$ cat src/rtl/bus_reg_responder_pkg.sv
// Shared definitions for the register-file bus protocol: default widths and the
// FSM state encoding used by both responder and initiator sides.
package bus_reg_responder_pkg;

    localparam int DEF_DATA_W = 32;
    localparam int DEF_ADDR_W = 5;
    localparam int DEF_DEPTH  = 32;
    localparam int DEF_CNT_W  = 16;

    typedef enum logic [1:0] {
        IDLE     = 2'd0,
        RD_DRIVE = 2'd1,
        TURN     = 2'd2
    } state_e;

endpackage

$ cat src/rtl/sat_counter.sv
// Up-counter that sticks at its all-ones value instead of wrapping.
module sat_counter #(
    parameter int CNT_W = 16
) (
    input  logic             clk,
    input  logic             rst,
    input  logic             inc,
    output logic [CNT_W-1:0] count
);

    logic [CNT_W-1:0] count_d;
    logic [CNT_W-1:0] count_q;

    // NOTE: every always_comb output gets a default first, so no path can infer a latch.
    always_comb begin
        count_d = count_q;
        if (inc && (count_q != '1)) begin
            count_d = count_q + 1'b1;
        end
    end

    // NOTE: sequential state uses non-blocking assignments only; blocking here would race other flops.
    always_ff @(posedge clk or negedge rst) begin
        if (!rst) begin
            count_q <= '0;
        end else begin
            count_q <= count_d;
        end
    end

    assign count = count_q;

endmodule

$ cat src/rtl/bus_reg_responder.sv
// Responder side of the shared-bus register file: stores writes, drives read data
// for one cycle, enforces a turnaround cycle, flags collisions and counts accesses.
module bus_reg_responder
    import bus_reg_responder_pkg::*;
#(
    parameter int DATA_W = DEF_DATA_W,
    parameter int ADDR_W = DEF_ADDR_W,
    parameter int DEPTH  = DEF_DEPTH,
    parameter int CNT_W  = DEF_CNT_W
) (
    input  logic              clk,
    input  logic              rst,
    input  logic              we,
    input  logic              re,
    input  logic [ADDR_W-1:0] addr,
    input  logic [DATA_W-1:0] bus_in,
    output logic [DATA_W-1:0] bus_out,
    output logic              bus_oe,
    output logic              rd_valid,
    output logic              busy,
    output logic              err,
    output logic [CNT_W-1:0]  wr_count,
    output logic [CNT_W-1:0]  rd_count
);

    state_e            state_d, state_q;
    logic [DATA_W-1:0] bus_out_d, bus_out_q;
    logic              bus_oe_d, bus_oe_q;
    logic              rd_valid_d, rd_valid_q;
    logic              err_d, err_q;
    logic              wr_en;
    logic              rd_inc;
    logic [DATA_W-1:0] mem_q [DEPTH];

    always_comb begin
        state_d    = state_q;
        bus_out_d  = bus_out_q;
        bus_oe_d   = 1'b0;
        rd_valid_d = 1'b0;
        err_d      = err_q;
        wr_en      = 1'b0;
        rd_inc     = 1'b0;
        unique case (state_q)
            IDLE: begin
                if (we && re) begin
                    err_d = 1'b1;
                end else if (we) begin
                    wr_en = 1'b1;
                end else if (re) begin
                    bus_out_d  = mem_q[addr];
                    bus_oe_d   = 1'b1;
                    rd_valid_d = 1'b1;
                    rd_inc     = 1'b1;
                    state_d    = RD_DRIVE;
                end
            end
            RD_DRIVE: begin
                // Any write attempt while we own the bus is a collision and ends the drive.
                if (we) begin
                    err_d   = 1'b1;
                    state_d = TURN;
                end else if (re) begin
                    bus_out_d  = mem_q[addr];
                    bus_oe_d   = 1'b1;
                    rd_valid_d = 1'b1;
                    rd_inc     = 1'b1;
                end else begin
                    state_d = TURN;
                end
            end
            TURN: begin
                if (we) begin
                    err_d = 1'b1;
                end
                state_d = IDLE;
            end
            default: begin
                state_d = IDLE;
            end
        endcase
    end

    always_ff @(posedge clk or negedge rst) begin
        if (!rst) begin
            state_q    <= IDLE;
            bus_out_q  <= '0;
            bus_oe_q   <= 1'b0;
            rd_valid_q <= 1'b0;
            err_q      <= 1'b0;
        end else begin
            state_q    <= state_d;
            bus_out_q  <= bus_out_d;
            bus_oe_q   <= bus_oe_d;
            rd_valid_q <= rd_valid_d;
            err_q      <= err_d;
        end
    end

    // NOTE: the register file must read back zero after reset, so it is built from
    // resettable flops rather than a RAM macro (RAMs cannot be cleared in one cycle).
    always_ff @(posedge clk or negedge rst) begin
        if (!rst) begin
            for (int i = 0; i < DEPTH; i++) begin
                mem_q[i] <= '0;
            end
        end else if (wr_en) begin
            mem_q[addr] <= bus_in;
        end
    end

    sat_counter #(.CNT_W(CNT_W)) u_wr_cnt (
        .clk   (clk),
        .rst   (rst),
        .inc   (wr_en),
        .count (wr_count)
    );

    sat_counter #(.CNT_W(CNT_W)) u_rd_cnt (
        .clk   (clk),
        .rst   (rst),
        .inc   (rd_inc),
        .count (rd_count)
    );

    assign bus_out  = bus_out_q;
    assign bus_oe   = bus_oe_q;
    assign rd_valid = rd_valid_q;
    assign err      = err_q;
    assign busy     = (state_q != IDLE);

endmodule

$ cat config.mk
export PLATFORM = sky130hd
export DESIGN_NAME = bus_reg_responder
export DESIGN_NICKNAME = d
export VERILOG_FILES = /design/src/rtl/bus_reg_responder_pkg.sv /design/src/rtl/sat_counter.sv /design/src/rtl/bus_reg_responder.sv
export SDC_FILE = /design/constraint.sdc
export NUM_CORES = 2
export LEC_CHECK = 0
export CAP_MARGIN = 20
export CORE_MARGIN = 3
export CORE_UTILIZATION = 37
export CTS_BUF_LIST = sky130_fd_sc_hd__clkbuf_4
export DETAILED_ROUTE_END_ITERATION = 8
export PLACE_DENSITY = 0.51
export SLEW_MARGIN = 25
export SYNTH_ARGS = -nofsm -noshare
export SYNTH_HDL_FRONTEND = slang
export SYNTH_SLANG_ARGS = --single-unit
$ cat constraint.sdc
create_clock -name clk -period 5.45 [get_ports clk]
set_clock_uncertainty 0.1 [all_clocks]
set_input_delay 0.8175 -clock clk [delete_from_list [all_inputs] [get_ports clk]]
set_output_delay 0.8175 -clock clk [all_outputs]
set_load 0.03 [all_outputs]
Yosys cells after proc, flatten, opt, wreduce, memory -nomap -nowiden
Index checks and enable logic that the tools add are counted.
{ "word_totals": {"reg_bits": 1092, "latchBits": 0, "mem_bits_rw": 0, "mem_bits_ro": 0, "out_inout_bits": 68, "wordCells": 91, "n_memories": 0} }
{ "op_classes": {"add_sub_neg": 2, "mul": 0, "div": 0, "magnitude_cmp": 2, "eq_ne": 10, "shift": 0, "n_mux": 26, "bitwise": 1, "reduce_logical": 12} }
{ "ops": {"columns": ["cell", "n"], "rows": [
  ["bitwise mux 1024 bit", 1],
  ["two-way mux 32 bit", 6],
  ["binary-select mux 32 bit (select 5 bit)", 1],
  ["demux 32 bit (select 5 bit)", 1],
  ["one-hot mux 32 bit (2 select lines)", 1],
  ["adder 16 x 1 -> 16 bit (second input constant)", 2],
  ["inequality test 16 bit (second input constant)", 2],
  ["two-way mux 2 bit", 5],
  ["two-way mux 1 bit", 8],
  ["inequality test 2 bit (second input constant)", 4],
  [">= comparator 6 bit (second input constant)", 1],
  ["less-than comparator 6 x 1 -> 1 bit (second input constant)", 1],
  ["inverter 5 -> 6 bit", 1],
  ["nonzero test 2 bit", 3],
  ["logical AND 1 bit", 4],
  ["one-hot mux 1 bit (2 select lines)", 2],
  ["one-hot mux 2 bit (2 select lines)", 1],
  ["AND reduction 4 bit", 1],
  ["inequality test 3 bit (second input constant)", 1],
  ["AND reduction 3 bit", 1],
  ["== test 2 x 1 -> 1 bit (second input constant)", 1],
  ["== test 2 bit (second input constant)", 1],
  ["zero test 2 bit", 1],
  ["inequality test 2 x 1 -> 1 bit (second input constant)", 1],
  ["other kinds (2)", 2]
]} }

Logic depth before layout (Yosys ltp)
{ "depth": {"word_depth": 8, "depth_mapped": 10, "mapped_depth_nobuf": 7} }

By module
Synthesis repeated with hierarchy kept, for this count alone.
{ "unflattened": {"cells_unflattened": 3395, "hier_area_um2": 49757.7} }
{ "by_module_without_submodules": {"columns": ["mod", "n_inst", "cells_each", "area_each_um2", "seq_area_each_um2"], "rows": [
  ["bus_reg_responder", 1, 3246, 48091.1, 26525.4],
  ["sat_counter at u_rd_cnt", 1, 77, 884.6, 400.4],
  ["sat_counter at u_wr_cnt", 1, 72, 782.0, 400.4]
]} }

Worst setup path before layout
OpenSTA, ideal clock, no wires.
{ "synth_timing": {"path_kind": "input port to flip-flop", "startpoint": "input addr[0]", "endpoint": "register bus_out_q[14], in the netlist bus_out[14]", "setup_time_ns": 0.136, "arrival_time_ns": 2.321, "setup_slack_ns": 2.894, "stages": 6, "path_buffers": 3, "path_cell_list": "buf_4 buf_4 buf_2 mux4_2 a221oi_1 a31oi_1"} }
{ "synth_between": {"elab_chain_len": 8} }
{ "synth_rtl": {"columns": ["element", "line_no", "rtl"], "rows": [
  ["start, declared", "bus_reg_responder.sv:15", "input logic [ADDR_W-1:0] addr,"],
  ["inverter 5 -> 6 bit (implied by the code) *", "bus_reg_responder.sv:50, bus_reg_responder.sv:63", null],
  ["binary-select mux 32 bit (select 5 bit) *", "bus_reg_responder.sv:50, bus_reg_responder.sv:63", null],
  ["two-way mux 32 bit (implied by the code) * (2 in series)", "bus_reg_responder.sv:50, bus_reg_responder.sv:63", null],
  ["two-way mux 32 bit *", "bus_reg_responder.sv:49, bus_reg_responder.sv:62", null],
  ["two-way mux 32 bit *", "bus_reg_responder.sv:47", "end else if (we) begin"],
  ["two-way mux 32 bit", "bus_reg_responder.sv:45", "if (we && re) begin"],
  ["one-hot mux 32 bit (2 select lines) *", "bus_reg_responder.sv:43", "unique case (state_q)"],
  ["end signal, assigned", "bus_reg_responder.sv:92", "bus_out_q <= bus_out_d;"],
  ["end, declared", "bus_reg_responder.sv:27", "logic [DATA_W-1:0] bus_out_d, bus_out_q;"]
]} }
Mark *: on every way between the ends. The rest lies on a longest branch, timed or not. The select of a mux whose other input is x is not followed.
A chain may end at the register's enable or synchronous reset.

Worst setup path in the final report
{ "layout_timing": {"startpoint": "register state_q[0]", "endpoint": "output busy"} }
{ "layout_between": {"elab_chain_len": 1} }
{ "layout_rtl": {"columns": ["element", "line_no", "rtl"], "rows": [
  ["start, declared", "bus_reg_responder.sv:26", "state_e state_d, state_q;"],
  ["start signal, assigned", "bus_reg_responder.sv:91", "state_q <= state_d;"],
  ["nonzero test 2 bit", "bus_reg_responder.sv:129", "assign busy = (state_q != IDLE);"],
  ["end, declared", "bus_reg_responder.sv:20", "output logic busy,"]
]} }
Every way passes these cells.

==> impl_results.md <==
* Outcome: finished, final reports clean
* Hold Slack at 0.1258 ns
* CP delay by family, top: buffers and inverters
* Net count, final at 3612
* Initial antenna violation count at 8
* Total Negative Setup Slacks at 0 ns
* Area added between synthesis and finish at 14.10%
* Clk slew on worst S/H paths at 0.06 ns
* Final period utilization at 69.55%
* DRC at 0
* Place WS at 1.241 ns
* Register area share after synthesis at 55.58%
* Slew HR at 31.32%
* Hold Violations, Final at 0
* Number of synthesized flops with an enable pin at 0
* Mapped cell area at 0.04917 sq mm
* Clock Tree Buf Depth at 4
* Worst skew pair latency at 1.21 ns
* #FFs+latches synth at 1092
* Crit Path Max Fanout at 8
* Final setup viols at 0
* Most frequent cell after synthesis: dfrtp_1
* RSZ-0062 raised after global routing: false
* Crit path cell chain: inv_1 > ha_1 > inv_1 > clkdlybuf4s50_1
* Number of max-cap violations at 0
* Clock sinks at 1092
* DRT Pass-1 Iters at 5
* Post-synth top area share at 55.58%
* # port buffers at 108
* CP bufs+invs at 3
* WHS Path Cells at 2
* Number of global-route vias before repair at 33180
* I/O pins at 109
* Routed length per instance at 27.20 microns
* Startpoint type of the worst setup path: register
* Synth top cells by count: dfrtp_1 (1092), mux2_2 (1036), mux2i_1 (163)
* Fin crit period at 3.790 ns
* Dominant cell type by area after synthesis: dfrtp_1
* GRT overflow at 0
* Crit-path slowest cell: clkdlybuf4s50_1
* Synth area leaders: dfrtp_1 (56%), mux2_2 (24%), mux4_2 (7.3%)
* Hold WC Path Type: in -> reg
* Fin worst setup slack at 1.660 ns
* Initial core utilization at 37.31%
* Post-DP HPWL at 90140 microns
* Worst Path Required at 4.53 ns
* Peak supply drop at 204.3 uV
* Worst-margin pin slew at 1.030 ns
* CP dominant cell by count: inv_1
* Most used DFF post-synth: dfrtp_1
* First-pass GRT wire length at 223800 microns
* DR vias at 30560
* Cts bufs inserted at 320
* TritonCTS clock tree: done
* Root Buffer: clkbuf_4
* Max Slew Vio Count at 0
* P per Cell Area at 379.1 mW/mm^2
* Post-synthesis cell type count at 60
* GP Congestion at 0.7732
* Die W at 370.5 microns
* Final core occ at 42.57%
* Achievable Freq at 263.8 MHz
* Crit path kind: reg -> out
* Pleak at 0.02682 uW
* Post-DRT Antenna Nets at 0
* Arrival time at the worst endpoint at 2.87 ns
* Drt total wl at 150700 microns
* Fillcell total at 12130
* Die area at 0.1373 sq mm
* H-tree depth at 5
* Power consumption at 21270 uW
* Syn Inst Count at 3317
* Layout cells sized above 1 at 49.68%
* Max stage delay on crit path at 0.66 ns
* GRT Resource Usage Total at 22.19%
* Largest net degree at the start of global routing at 191
* DRT iter0 DRCs at 1961
* FF-to-FF path depth at 7
* Synthesis Warnings at 0
* Crit path depth at 4
* Crit end category: output pin
* Die height at 370.5 microns
* Syn_area_per_cell at 14.82 sq um
* Async S/R FF share, synth at 100.0%
* Placement Rows at 133
* Vias per inst at 5.516
* Core ar. at 0.1318 sq mm
* Mapped Nets at 3364
==> report_power, final <==
group	switching (uW)	internal [uW]	leakage (uW)
Sequential	807	9450	0.0149
Clock	3420	4000	0.00230
Combinational	1740	1850	0.00963
Total	5970	15300	0.0268
==> layer usage <==
metal	track usage (%)	vias to the layer above	part of all wire [%]
li1	-	12970	-
met1	29.38	16380	44
met2	35.90	905	48
met3	4.638	296	5.2
met4	8.314	4	3.2
met5	0	-	0.018
==> worst register-to-register path, cell delays in order (launching register included) <==
cell,delay (ns)
dfrtp_1,0.44
inv_1,0.14
ha_1,0.39
nand3b_4,0.26
or3_1,0.71
nor2_4,0.74
buf_12,0.34
mux2_2,0.44
==> layout by cell type, fill, tap and decap left out, types with 13 or more instances in the layout <==
cell,n
nor4_1,21
nor2_1,71
mux2_1,20
clkdlybuf4s50_1,75
dfrtp_1,1092
a22o_1,19
buf_2,30
a31oi_1,35
buf_4,94
buf_12,18
o21ai_0,35
nand2_1,36
clkinv_1,48
mux4_2,159
nand2_2,16
a22oi_1,37
a221oi_1,13
mux2_2,1036
xnor2_1,21
nand3_1,22
nor2_4,15
mux2i_1,163
nor3_1,20
o22ai_1,62
clkbuf_4,477
==> metrics by stage <==
stage	std cells	instance area, sq um
CTS	5525	56090
global route	5539	56100
floorplan	3317	49170
global placement	4991	52270
finish	5539	56100
detailed placement	4991	52250
==> final cells by class <==
class	instances	area, sq um	share of cell area, %
Tap cell	1755	2196	3.914
Multi-Input combinational cell	1915	20560	36.65
Antenna cell	10	25.02	0.04460
Timing Repair Buffer	227	2151	3.834
Clock buffer	477	3581	6.383
Sequential cell	1092	27330	48.71
Clock inverter	54	230.2	0.4104
Inverter	9	33.78	0.06022
==> cell families (layout without fill, tap and decap cells) <==
| logic type | Yosys count | after routing | share of synthesized area (%) |
|---|---|---|---|
| muxes | 1378 | 1378 | 34.79 |
| buffers and inverters | 310 | 767 | 2.942 |
| other | 0 | 10 | 0 |
| AOI/OAI and AO/OA | 232 | 232 | 3.214 |
| adders and majority gates | 6 | 6 | 0.1527 |
| and+or+nand+nor | 273 | 273 | 2.868 |
| DFF | 1092 | 1092 | 55.58 |
| xor gates and xnor gates | 26 | 26 | 0.4631 |
==> final timing paths <==
| path | startpoint | to | slack (ns) |
|---|---|---|---|
| setup / recovery | state_q[0]$_DFFE_PN0P_ | busy | 1.66 |
| hold / removal | bus_in[13] | mem_q[269]$_DFFE_PN0P_ | 0.13 |
| setup reg to reg | state_q[0]$_DFFE_PN0P_ | mem_q[630]$_DFFE_PN0P_ | 1.73 |
| hold reg to reg | err$_DFFE_PN0P_ | err$_DFFE_PN0P_ | 0.38 |
| max in group asynchronous | rst | mem_q[270]$_DFFE_PN0P_ | 3.08 |
| min in group asynchronous | rst | mem_q[967]$_DFFE_PN0P_ | 0.63 |
==> registers in the layout, summed over array words and instances (netlist names) <==
name            flops
mem_q            1024
err                 1
rd_valid            1
state_q             2
u_rd_cnt.count     16
u_wr_cnt.count     16
bus_out            32
==> timing repair <==
action	CTS	global route
hold buffers	3	0
buffers inserted	0	0
endpoints found under the hold margin	145	0
gates resized for setup	0	0
Note: power is estimated with default switching activity, not from simulation.
